File: src/rtl/ofdm_pkg.sv
// -----------------------------------------------------------------------------
// ofdm_pkg -- shared constants and types for the OFDM symbol demapper.
//
// Contents:
//   MODE_QPSK / MODE_QAM16   encoding of the constellation select input
//   QPSK_Q1..QPSK_Q4         two-bit QPSK codes for the four quadrants
//   NBITS_QPSK / NBITS_QAM16 number of valid decided bits per mode
//   demap_entry_t            one output-buffer entry {last, nbits, bits}
// -----------------------------------------------------------------------------
package ofdm_pkg;

  // Constellation select
  localparam logic MODE_QPSK  = 1'b0;
  localparam logic MODE_QAM16 = 1'b1;

  // QPSK quadrant codes (zero counts as non-positive on either axis)
  localparam logic [1:0] QPSK_Q1 = 2'b00;  // I > 0,  Q > 0
  localparam logic [1:0] QPSK_Q2 = 2'b01;  // I <= 0, Q > 0
  localparam logic [1:0] QPSK_Q3 = 2'b10;  // I <= 0, Q <= 0
  localparam logic [1:0] QPSK_Q4 = 2'b11;  // I > 0,  Q <= 0

  // Valid bit counts reported alongside each decision
  localparam logic [2:0] NBITS_QPSK  = 3'd2;
  localparam logic [2:0] NBITS_QAM16 = 3'd4;

  // Output buffer entry; field order gives the packed layout {last, nbits, bits}
  typedef struct packed {
    logic       last;
    logic [2:0] nbits;
    logic [3:0] bits;
  } demap_entry_t;

  localparam int ENTRY_W = $bits(demap_entry_t);

endpackage

File: src/rtl/demap_fifo.sv
// -----------------------------------------------------------------------------
// demap_fifo -- synchronous FIFO with a registered head-of-queue output.
//
// rdata always holds the oldest stored entry (all zeros when empty), so a
// write into an empty FIFO is visible on rdata the cycle after the write.
// A read is honoured only while the FIFO is non-empty. A write into a full
// FIFO is accepted only when a read happens in the same cycle; otherwise it
// is ignored and the caller is expected to flag the drop.
//
// Ports:
//   clk    in   clock
//   reset  in   synchronous active-high reset
//   wr     in   write request
//   wdata  in   WIDTH-bit entry to store
//   rd     in   read request (pops the head when non-empty)
//   rdata  out  registered head entry, zero when empty
//   full   out  DEPTH entries stored
//   empty  out  no entries stored (registered)
// -----------------------------------------------------------------------------
module demap_fifo #(
  parameter int WIDTH = 8,
  parameter int DEPTH = 8
) (
  input  logic             clk,
  input  logic             reset,
  input  logic             wr,
  input  logic [WIDTH-1:0] wdata,
  input  logic             rd,
  output logic [WIDTH-1:0] rdata,
  output logic             full,
  output logic             empty
);

  localparam int            AW         = $clog2(DEPTH);
  localparam logic [AW:0]   FULL_COUNT = (AW+1)'(DEPTH);

  logic [WIDTH-1:0] mem [DEPTH];
  logic [AW-1:0]    wr_ptr;
  logic [AW-1:0]    rd_ptr;
  logic [AW-1:0]    rd_ptr_nxt;
  logic [AW:0]      count;
  logic [AW:0]      remain;
  logic [AW:0]      count_nxt;
  logic             do_rd;
  logic             do_wr;
  logic [WIDTH-1:0] head_nxt;

  always_comb begin
    full       = (count == FULL_COUNT);
    do_rd      = rd && !empty;
    do_wr      = wr && (!full || do_rd);
    rd_ptr_nxt = do_rd ? rd_ptr + AW'(1) : rd_ptr;
    // Entries left after this cycle's read, before this cycle's write
    remain     = do_rd ? count - (AW+1)'(1) : count;
    count_nxt  = do_wr ? remain + (AW+1)'(1) : remain;

    // Next head: nothing left, the entry being written now, or a stored one
    if (count_nxt == '0) begin
      head_nxt = '0;
    end else if (remain == '0) begin
      head_nxt = wdata;
    end else begin
      head_nxt = mem[rd_ptr_nxt];
    end
  end

  // NOTE: sequential state uses non-blocking assignments so every flop
  // samples values from before the clock edge, independent of block order.
  always_ff @(posedge clk) begin
    if (reset) begin
      wr_ptr <= '0;
      rd_ptr <= '0;
      count  <= '0;
      empty  <= 1'b1;
      rdata  <= '0;
    end else begin
      if (do_wr) begin
        wr_ptr <= wr_ptr + AW'(1);
      end
      rd_ptr <= rd_ptr_nxt;
      count  <= count_nxt;
      empty  <= (count_nxt == '0);
      rdata  <= head_nxt;
    end
  end

  // NOTE: the storage array has no reset; entries are only ever read after
  // being written, and leaving it unreset lets it map onto plain RAM cells.
  always_ff @(posedge clk) begin
    if (do_wr) begin
      mem[wr_ptr] <= wdata;
    end
  end

endmodule

File: src/rtl/qam_demap.sv
// -----------------------------------------------------------------------------
// qam_demap -- hard-decision QPSK / 16-QAM demapper for OFDM frames.
//
// Each valid I/Q sample from the FFT is decided in one registered stage and
// pushed into an output FIFO. A symbol counter tags the last sample of every
// frame and latches the constellation mode at each frame start; mid-frame
// mode changes are ignored. With the FIFO full and no read, the decided
// symbol is dropped and a sticky overflow flag is raised.
//
// Ports:
//   clk         in   clock
//   reset       in   synchronous active-high reset
//   inx, iny    in   signed I / Q sample, DATA_W bits
//   fft_en      in   sample valid (no backpressure toward the FFT)
//   mode        in   0 = QPSK, 1 = 16-QAM (sampled at frame start)
//   thr         in   16-QAM inner/outer magnitude threshold, unsigned
//   en          out  output entry valid
//   out         out  decided bits (QPSK in out[1:0], 16-QAM {sI,mI,sQ,mQ})
//   out_nbits   out  number of valid bits in out (2 or 4)
//   out_last    out  entry is the last symbol of its frame
//   out_ready   in   downstream accepts the entry when en is high
//   overflow    out  sticky: a decided symbol was dropped
//   frame_mode  out  mode in force for the current frame
// -----------------------------------------------------------------------------
module qam_demap
  import ofdm_pkg::*;
#(
  parameter int DATA_W        = 16,
  parameter int SYM_PER_FRAME = 64,
  parameter int FIFO_DEPTH    = 8
) (
  input  logic                     clk,
  input  logic                     reset,
  input  logic signed [DATA_W-1:0] inx,
  input  logic signed [DATA_W-1:0] iny,
  input  logic                     fft_en,
  input  logic                     mode,
  input  logic        [DATA_W-2:0] thr,
  output logic                     en,
  output logic        [3:0]        out,
  output logic        [2:0]        out_nbits,
  output logic                     out_last,
  input  logic                     out_ready,
  output logic                     overflow,
  output logic                     frame_mode
);

  localparam int                 CNT_W    = (SYM_PER_FRAME > 1) ? $clog2(SYM_PER_FRAME) : 1;
  localparam logic [CNT_W-1:0]   LAST_SYM = CNT_W'(SYM_PER_FRAME - 1);

  // |x| saturated so the most negative code maps to the largest positive one;
  // the result therefore always fits in DATA_W-1 bits.
  function automatic logic [DATA_W-2:0] sat_abs(input logic signed [DATA_W-1:0] x);
    if (x == {1'b1, {(DATA_W-1){1'b0}}}) begin
      return {(DATA_W-1){1'b1}};
    end
    return x[DATA_W-1] ? (DATA_W-1)'(-x) : x[DATA_W-2:0];
  endfunction

  logic [CNT_W-1:0] sym_cnt;
  logic             applied_mode;
  logic             pos_i;
  logic             pos_q;
  logic             mag_i;
  logic             mag_q;
  demap_entry_t     dec_next;
  demap_entry_t     dec_entry;
  logic             dec_valid;
  logic             fifo_full;
  logic             fifo_empty;
  logic             drop;
  demap_entry_t     head;

  // ---------------------------------------------------------------------------
  // Decision logic
  // ---------------------------------------------------------------------------
  // NOTE: every variable written here gets a default at the top of the block,
  // so no path leaves one unassigned and no latch is inferred.
  always_comb begin
    dec_next       = '0;
    dec_next.nbits = NBITS_QPSK;

    // The first sample of a frame uses the incoming mode directly, since
    // frame_mode is only updated by that same sample.
    applied_mode = (sym_cnt == '0) ? mode : frame_mode;

    pos_i = !inx[DATA_W-1] && (inx != '0);
    pos_q = !iny[DATA_W-1] && (iny != '0);
    mag_i = sat_abs(inx) > thr;
    mag_q = sat_abs(iny) > thr;

    dec_next.last = (sym_cnt == LAST_SYM);

    if (applied_mode == MODE_QAM16) begin
      dec_next.nbits = NBITS_QAM16;
      dec_next.bits  = {!pos_i, mag_i, !pos_q, mag_q};
    end else begin
      case ({pos_i, pos_q})
        2'b11:   dec_next.bits = {2'b00, QPSK_Q1};
        2'b01:   dec_next.bits = {2'b00, QPSK_Q2};
        2'b00:   dec_next.bits = {2'b00, QPSK_Q3};
        default: dec_next.bits = {2'b00, QPSK_Q4};
      endcase
    end
  end

  // ---------------------------------------------------------------------------
  // Decision register, symbol counter, frame mode, overflow
  // ---------------------------------------------------------------------------
  // A write is lost only when the FIFO is full and nothing leaves this cycle.
  assign drop = dec_valid && fifo_full && !(en && out_ready);

  always_ff @(posedge clk) begin
    if (reset) begin
      sym_cnt    <= '0;
      dec_valid  <= 1'b0;
      dec_entry  <= '0;
      frame_mode <= MODE_QPSK;
      overflow   <= 1'b0;
    end else begin
      dec_valid <= fft_en;
      if (fft_en) begin
        dec_entry <= dec_next;
        sym_cnt   <= (sym_cnt == LAST_SYM) ? '0 : sym_cnt + CNT_W'(1);
        if (sym_cnt == '0) begin
          frame_mode <= mode;
        end
      end
      if (drop) begin
        overflow <= 1'b1;
      end
    end
  end

  // ---------------------------------------------------------------------------
  // Output buffer
  // ---------------------------------------------------------------------------
  demap_fifo #(
    .WIDTH (ENTRY_W),
    .DEPTH (FIFO_DEPTH)
  ) u_fifo (
    .clk   (clk),
    .reset (reset),
    .wr    (dec_valid),
    .wdata (dec_entry),
    .rd    (out_ready),
    .rdata (head),
    .full  (fifo_full),
    .empty (fifo_empty)
  );

  // The FIFO head register reads as zero when empty, so the fields need no
  // extra gating here.
  assign en        = !fifo_empty;
  assign out       = head.bits;
  assign out_nbits = head.nbits;
  assign out_last  = head.last;

endmodule

File: config.mk
export PLATFORM = sky130hd
export DESIGN_NAME = qam_demap
export DESIGN_NICKNAME = d
export VERILOG_FILES = /design/src/rtl/ofdm_pkg.sv /design/src/rtl/demap_fifo.sv /design/src/rtl/qam_demap.sv
export SDC_FILE = /design/constraint.sdc
export NUM_CORES = 1
export LEC_CHECK = 0
export CORE_MARGIN = 4
export CORE_UTILIZATION = 56
export DETAILED_ROUTE_END_ITERATION = 16
export PLACE_DENSITY = 0.8
export RECOVER_POWER = 100
export SLEW_MARGIN = 10
export SYNTH_ARGS = -nofsm -noshare
export SYNTH_HDL_FRONTEND = slang
export SYNTH_SLANG_ARGS = --single-unit
File: constraint.sdc
create_clock -name clk -period 4.47 [get_ports clk]
set_clock_uncertainty 0.05 [all_clocks]
set_input_delay 0.894 -clock clk [delete_from_list [all_inputs] [get_ports clk]]
set_output_delay 0.894 -clock clk [all_outputs]
set_load 0.05 [all_outputs]
==> run_results.csv, run 1 <==
group,metric,value,unit
outcome,outcome,"finished, final reports clean",
worst_hold_path,hold_path.class,"reg2reg",
critical_path,crit_family,"compound AO/OA/AOI/OAI gates",
drt,final_antenna_net_count,0,
clock_tree,cts_tree,"yes",
global_route,grtUsageMet1,0.2689,
sta,final-setup-viol-count,0,
drt,wl_per_cell,16.74,um
global_route,use_met2,0.3729,
power,finalPower,2393,uW
critical_path,path_cells,"dlygate4sd3_1 -> inv_1 -> ha_1 -> nor3b_1 -> buf_4 -> nand4_1 -> nor4_1 -> clkbuf_2 -> o21ai_0 -> o21ai_0 -> ha_1 -> a21o_1 -> a21o_1 -> a21oi_1 -> o21ai_0 -> a21oi_1 -> o32ai_1",
critical_path,max_stage_delay,0.60,ns
clock_tree,clockBufferDepth,2,
place,place_congestion,0.9556,
logic_synthesis,synth_ff_type,"edfxtp_1",
cells_and_area,mostFrequentLayoutCells,"56 x edfxtp_1, 52 x nor2_1, 48 x clkdlybuf4s50_1",
logic_synthesis,synth_area_per_cell,10.53,um^2
place,dp_hpwl,8513,um
logic_synthesis,synth_top_area_cell,"edfxtp_1",
global_route,grt_pass1_wl,18490,um
cells_and_area,fin_area,6026,um^2
critical_path,cp_common_cell,"o21ai_0",
sta,drv_slew,0,
global_route,grt_use_total,0.2117,
logic_synthesis,synth_top_area_frac,0.3293,
critical_path,critPathLaunchType,"input port",
drt,vias,3990,
global_route,antenna_found_initial,0,
power,vdd_drop_max,0.0001738,V
die,num_rows,34,
clock_tree,clk_pin_slew,0.09,ns
clock_tree,cts_max_level,3,
logic_synthesis,yosys-top-cells-area,"edfxtp_1 33%, dfxtp_1 13%, ha_1 9.8%",
global_route,busiest_layer,"met2",
sta,tns,0,ns
power,power_leakage,0.002404,uW
drt,first_pass_iters,4,
critical_path,worstPathRequired,4.64,ns
drt,drc_errors,0,
cells_and_area,n_antenna_cell,0,
clock_tree,clock-sinks,89,
sta,relSlewSlack,0.1623,
die,io_pins,63,
clock_tree,worstSkewPairLatency,0.36,ns
global_route,grt_overflow,0,
sta,layout_min_cycle_time,4.060,ns
logic_synthesis,async_flop_share,0,
logic_synthesis,syn-num-nets,577,
critical_path,worst-path-buf-inv,4,
critical_path,crit_arrival,4.23,ns
clock_tree,holdBufCountCts,0,
logic_synthesis,synth_edf_count,56,
drt,drt-initial-drc-count,214,
cells_and_area,fin_nets,648,
sta,worst_pin_slew,1.243,ns
power,power_per_cell_area,397.2,nW/um^2
sta,finalHoldViolations,0,
place,post_dp_cell_area,5853,um^2
drt,finalWirelength,11200,um
global_route,met3_usage,0.03794,
global_route,grt_max_degree,27,
logic_synthesis,ys_ff_latch,89,
logic_synthesis,syn_area,5107,um^2
logic_synthesis,synthCells,485,
sta,grt_setup_unrepaired,"no",
die,die_w,103.5,um
die,die_height,103.5,um
die,die_area,10710,um^2
clock_tree,cts_buffers,9,
critical_path,worst-path-max-fanout,13,
place,io_buffers,61,
die,initial_core_util,0.5800,
sta,post-route-period-util,0.9083,
drt,vias_per_cell,5.964,
cells_and_area,final_common_cell,"edfxtp_1",
cells_and_area,final_layout_size_suffix_gt1_frac,0.08556,
global_route,grt_pass1_vias,3872,
cells_and_area,synthToLayoutAreaGrowth,17.98,%
logic_synthesis,synth_cell_types,53,
logic_synthesis,yosysSeqAreaShare,0.4586,
die,core_area,8806,um^2
cells_and_area,fillers,651,
critical_path,end_kind,"flip-flop",
logic_synthesis,yosysWarnings,0,
critical_path,critPathKind,"in2reg",
job,drv_cap,0,
critical_path,cp_slowest_cell,"dlygate4sd3_1",
clock_tree,cts-root-buf,"clkbuf_8",
sta,fmax,246.3,MHz
tightest hold or removal path, cell delays in order, from the launching register on:
cell and delay, ns:
dfxtp_1 0.34, a21oi_1 0.04, nor2_1 0.08
per-layer routing:
metal	wire length, um	part of all wire
met4	212	0.019
met5	0	0
met1	4810	0.43
met3	533	0.048
met2	5642	0.50
through the flow:
| stage | util | hold WS, ns | setup slack [ns] | instances |
|---|---|---|---|---|
| floorplan | - | 0.4172 | 0.8482 | 485 |
| global placement | 0.6647 | 0.4153 | 0.2868 | 651 |
| detailed placement | 0.6647 | 0.4383 | 0.04641 | 651 |
| CTS | 0.6857 | 0.4642 | 0.4044 | 667 |
| global route | 0.6843 | 0.5137 | 0.1108 | 669 |
| finish | 0.6843 | 0.4438 | 0.4097 | 669 |
sequential cells by signal, indices dropped and copies added, names as in the netlist:
register,cells
u_fifo.mem,56
dec_entry,7
u_fifo.rdata,7
sym_cnt,6
u_fifo.count,4
u_fifo.rd_ptr,3
u_fifo.wr_ptr,3
dec_valid,1
overflow,1
u_fifo.empty,1
path summary, 6_finish.rpt:
path / startpoint / to / slack (ns) / cells past startpoint
hold / removal: overflow / overflow / 0.44 / 2
setup / recovery: inx[0] / dec_entry[2] / 0.41 / 17
setup reg to reg: u_fifo.empty / u_fifo.rdata[0] / 1.38 / 7
hold reg to reg: overflow / overflow / 0.44 / 2
cell type report:
cell class	instances	area, um^2	area share
Clock buffer	9	123.9	0.02056
Clock inverter	7	61.31	0.01017
Inverter	33	123.9	0.02056
Multi-Input combinational cell	347	2545	0.4223
Sequential cell	89	2342	0.3887
Tap cell	108	135.1	0.02243
Timing Repair Buffer	76	694.4	0.1152
cell families (layout without fill, tap and decap cells):
logic type               count (synthesis)  in the layout  share of synthesized area
AO/OA/AOI/OAI                          104            104                     0.1323
adder cells (fa/ha/maj)                 40             40                    0.09799
multiplexers                            28             28                    0.09015
XOR/XNOR                                18             18                    0.03234
other                                    1              1                  0.0007342
AND/OR/NAND/NOR                        156            156                     0.1445
flip-flops                              89             89                     0.4586
buffers and inverters                   49            125                    0.04336
timing repair:
item | 4_1_cts | 5_1_grt
setup buffers | 0 | 2
endpoints found under the hold margin | 0 | 0
endpoints found under the setup margin | 0 | 1
resized for setup | 0 | 1
Yosys cell counts (all sizes together) (2+ instances only):
library cell / number
nand2: 41
nand3b: 2
nor4: 7
or2: 2
xnor2: 8
clkbuf: 6
o22a: 3
mux2i: 13
o21a: 5
a211oi: 10
mux4: 14
nor2: 52
inv: 33
nor3: 13
a21oi: 24
o21ai: 32
nand2b: 4
o41ai: 3
o311ai: 4
edfxtp: 56
dfxtp: 33
ha: 40
or4: 3
o211ai: 4
nand4: 9
buf: 10
nor3b: 2
nand3: 10
a31oi: 3
a21o: 8
nor2b: 5
or3: 5
xor2: 10
where the power goes:
group          switching, uW  internal (uW)
Clock                    308            214
Sequential              43.6            945
Combinational            516            367
Power figures use the tool's default switching activity.
==> run 2: changes to the inputs <==
--- a/config.mk
+++ b/config.mk
@@ -6,11 +6,12 @@
 export NUM_CORES = 1
 export LEC_CHECK = 0
 export CORE_MARGIN = 4
-export CORE_UTILIZATION = 56
+export CORE_UTILIZATION = 57
 export DETAILED_ROUTE_END_ITERATION = 16
-export PLACE_DENSITY = 0.8
+export PLACE_DENSITY = 0.81
 export RECOVER_POWER = 100
 export SLEW_MARGIN = 10
 export SYNTH_ARGS = -nofsm -noshare
 export SYNTH_HDL_FRONTEND = slang
+export SYNTH_HIERARCHICAL = 1
 export SYNTH_SLANG_ARGS = --single-unit
==> run 2 against run 1 <==
Net effect: the run now ends with capacitance limit, slew limit left; wire length rose by 14%; non-clock buffer count up 13; via count up 17%; core utilization rose by 2.1 points; setup slack worse by 0.080 ns; sequential power increased by 10%; maximum frequency shrank 1.9%.
==> run_results.csv, run 2 <==
group,metric,value,unit
outcome,outcome,"finished, violations left",
outcome,failed_checks,"capacitance limit, slew limit",
logic_synthesis,synth_cell_types,62,
sta,setup_ws,0.3299,ns
critical_path,worst-path-buf-inv,2,
clock_tree,cts_buffers,9,
global_route,antenna_found_initial,0,
clock_tree,clockBufferDepth,2,
sta,hold-worst-slack,0.4238,ns
critical_path,worstPathRequired,4.64,ns
global_route,grt_pass1_vias,4677,
sta,drv_slew,34,
cells_and_area,reg_top3,"u_fifo/mem x64, u_fifo/rdata x8, dec_entry x7",
job,drv_cap,1,
power,sw_frac_of_total,0.3781,
logic_synthesis,synth_top_area_frac,0.3416,
global_route,grt_overflow,0,
power,power_per_cell_area,391.5,nW/um^2
clock_tree,holdBufCountCts,0,
cells_and_area,multi_input_area,2780,um^2
logic_synthesis,synth_most_common_cell,"nand2_1",
sta,relSlewSlack,-0.1474,
critical_path,crit_family,"simple AND/OR/NAND/NOR gates",
place,place_congestion,0.8789,
clock_tree,cts_setup_buffers,0,
clock_tree,clk_pin_slew,0.09,ns
sta,post-route-period-util,0.9262,
critical_path,end_kind,"flip-flop",
drt,drt-initial-drc-count,247,
drt,finalWirelength,12720,um
cells_and_area,final_common_cell,"nand2_1",
cells_and_area,largest_register,"u_fifo/mem",
power,seq_power_share,0.417,
logic_synthesis,synth_area_per_cell,9.600,um^2
place,io_buffers,62,
clock_tree,cts_max_level,3,
die,io_pins,63,
power,switchingPower,983.3,uW
cells_and_area,n_antenna_cell,0,
clock_tree,ctsResizeCount,0,
die,die_w,107.3,um
logic_synthesis,synth_ff_type,"edfxtp_1",
clock_tree,worstSkewPairLatency,0.35,ns
drt,drc_errors,0,
place,dp_hpwl,9950,um
logic_synthesis,synthTopCellsByCount,"96 x nand2_1, 64 x edfxtp_1, 47 x nor2_1, 40 x ha_1, 34 x dfxtp_1",
drt,final_antenna_net_count,0,
logic_synthesis,async_flop_share,0,
die,die_height,107.3,um
sta,layout_min_cycle_time,4.140,ns
cells_and_area,fin_util,0.7055,
die,num_rows,35,
drt,wl_per_cell,15.77,um
power,p_comb_frac,0.391,
critical_path,worst-path-max-fanout,6,
sta,tns,0,ns
sta,worst_pin_slew,1.713,ns
critical_path,max_stage_delay,0.46,ns
die,initial_core_util,0.5975,
drt,first_pass_iters,5,
cells_and_area,synthToLayoutAreaGrowth,18.08,%
sta,finalHoldViolations,0,
cells_and_area,fillers,733,
critical_path,critPathKind,"in2reg",
logic_synthesis,synth_top_area_cell,"edfxtp_1",
critical_path,critPathLaunchType,"input port",
logic_synthesis,yosysWarnings,6,
sta,grt_setup_unrepaired,"no",
sta,fmax,241.5,MHz
die,core_area,9415,um^2
cells_and_area,largest_reg_flops,64,
clock_tree,clock-sinks,98,
critical_path,crit_arrival,4.31,ns
logic_synthesis,yosys-top-cells-area,"edfxtp_1 34%, dfxtp_1 12%, ha_1 8.9%",
die,die_area,11520,um^2
logic_synthesis,yosysSeqAreaShare,0.4626,
logic_synthesis,synth_edf_count,64,
logic_synthesis,synthCells,586,
critical_path,path_cells,"clkdlybuf4s50_1 -> inv_1 -> ha_1 -> or4b_4 -> or3_4 -> or3_1 -> and2_0 -> a31oi_1 -> ha_1 -> nand2_1 -> nor2_1 -> a211oi_1 -> o21ai_0 -> a211oi_1 -> o32ai_1",
clock_tree,cts-root-buf,"clkbuf_8",
global_route,grt_max_degree,34,
cells_and_area,seqCellArea,2603,um^2
clock_tree,cts_tree,"yes",
power,power_leakage,0.002562,uW
global_route,grt_pass1_wl,21410,um
logic_synthesis,syn_area,5625,um^2
drt,vias_per_cell,5.782,
drt,vias,4666,
sta,final-setup-viol-count,0,
critical_path,cp_slowest_cell,"or4b_4",
cells_and_area,mostFrequentLayoutCells,"96 x nand2_1, 64 x edfxtp_1, 49 x clkdlybuf4s50_1",
cells_and_area,fin_nets,765,
worst_hold_path,hold_path.class,"reg2reg",
power,pwr-share-clk,0.191,
cells_and_area,final_layout_size_suffix_gt1_frac,0.07227,
power,p_int,1617,uW
logic_synthesis,ys_ff_latch,98,
power,vdd_drop_max,0.0003186,V
global_route,grt_use_total,0.2315,
place,dp_slack,0.02158,ns
## run 2: cell types whose count changed after synthesis, sizes merged, moves of 6 or more
cell	before	now
a21oi	24	34
nand2	41	96
mux4	14	0
a32oi	0	8
nand3	10	24
a31oi	3	13
nand4	9	15
edfxtp	56	64
## run 2: kinds of logic (layout without fill, tap and decap cells)
kind of cell,Yosys count,in the layout,synth area share
compound gates,131,131,0.1546
xor+xnor,17,17,0.03448
fa+ha+maj,40,40,0.08897
buf+inv,54,138,0.04093
flops,98,98,0.4626
mux,10,10,0.01779
other cells,1,9,0.0006666
simple gates,235,235,0.2000
## run 2: stage by stage
step	power, uW	instance area, um^2	instances
2_1_floorplan	1884	5655	594
3_3_place_gp	2120	6534	791
3_5_place_dp	2163	6534	791
4_1_cts	2650	6704	807
5_1_grt	2760	6643	807
6_report	2601	6643	807
## run 2: area by class of cell
| cell class | count | area share |
|---|---|---|
| Inverter | 33 | 0.01865 |
| Clock inverter | 6 | 0.006404 |
| Tap cell | 129 | 0.02430 |
| Clock buffer | 10 | 0.01921 |
| Multi-Input combinational cell | 442 | 0.4185 |
| Sequential cell | 98 | 0.3918 |
| Timing Repair Buffer | 89 | 0.1211 |
## run 2: worst register-to-register path, stage by stage (launching register included)
cell and delay [ns]:
dfxtp_1 0.37, nor2b_1 0.83, o21ai_0 0.39, inv_1 0.16, ha_1 0.26, nor4_1 0.31
o22a_1 0.42, a21oi_1 0.10
## run 2: path summary, 6_finish.rpt
check / to / cells past startpoint / slack [ns] / from
setup / recovery: dec_entry[2] / 15 / 0.33 / inx[1]
hold / removal: overflow / 2 / 0.42 / overflow
setup reg to reg: u_fifo/rdata[2] / 7 / 1.45 / u_fifo/empty
hold reg to reg: overflow / 2 / 0.42 / overflow
## run 2: power groups by stage
| stage | clock (uW) | combinational [uW] | sequential, uW |
|---|---|---|---|
| after floorplan | 0 | 711 | 1170 |
| after global placement | 0 | 1010 | 1110 |
| after detailed placement | 0 | 1050 | 1110 |
| after CTS | 500 | 1060 | 1090 |
| after global routing | 541 | 1120 | 1100 |
| final | 497 | 1020 | 1090 |
## run 2: per-layer routing
layer	part of all wire	track usage
met1	0.41	0.2664
met3	0.048	0.02579
met5	0	0
met4	0.026	0.1145
met2	0.52	0.4240
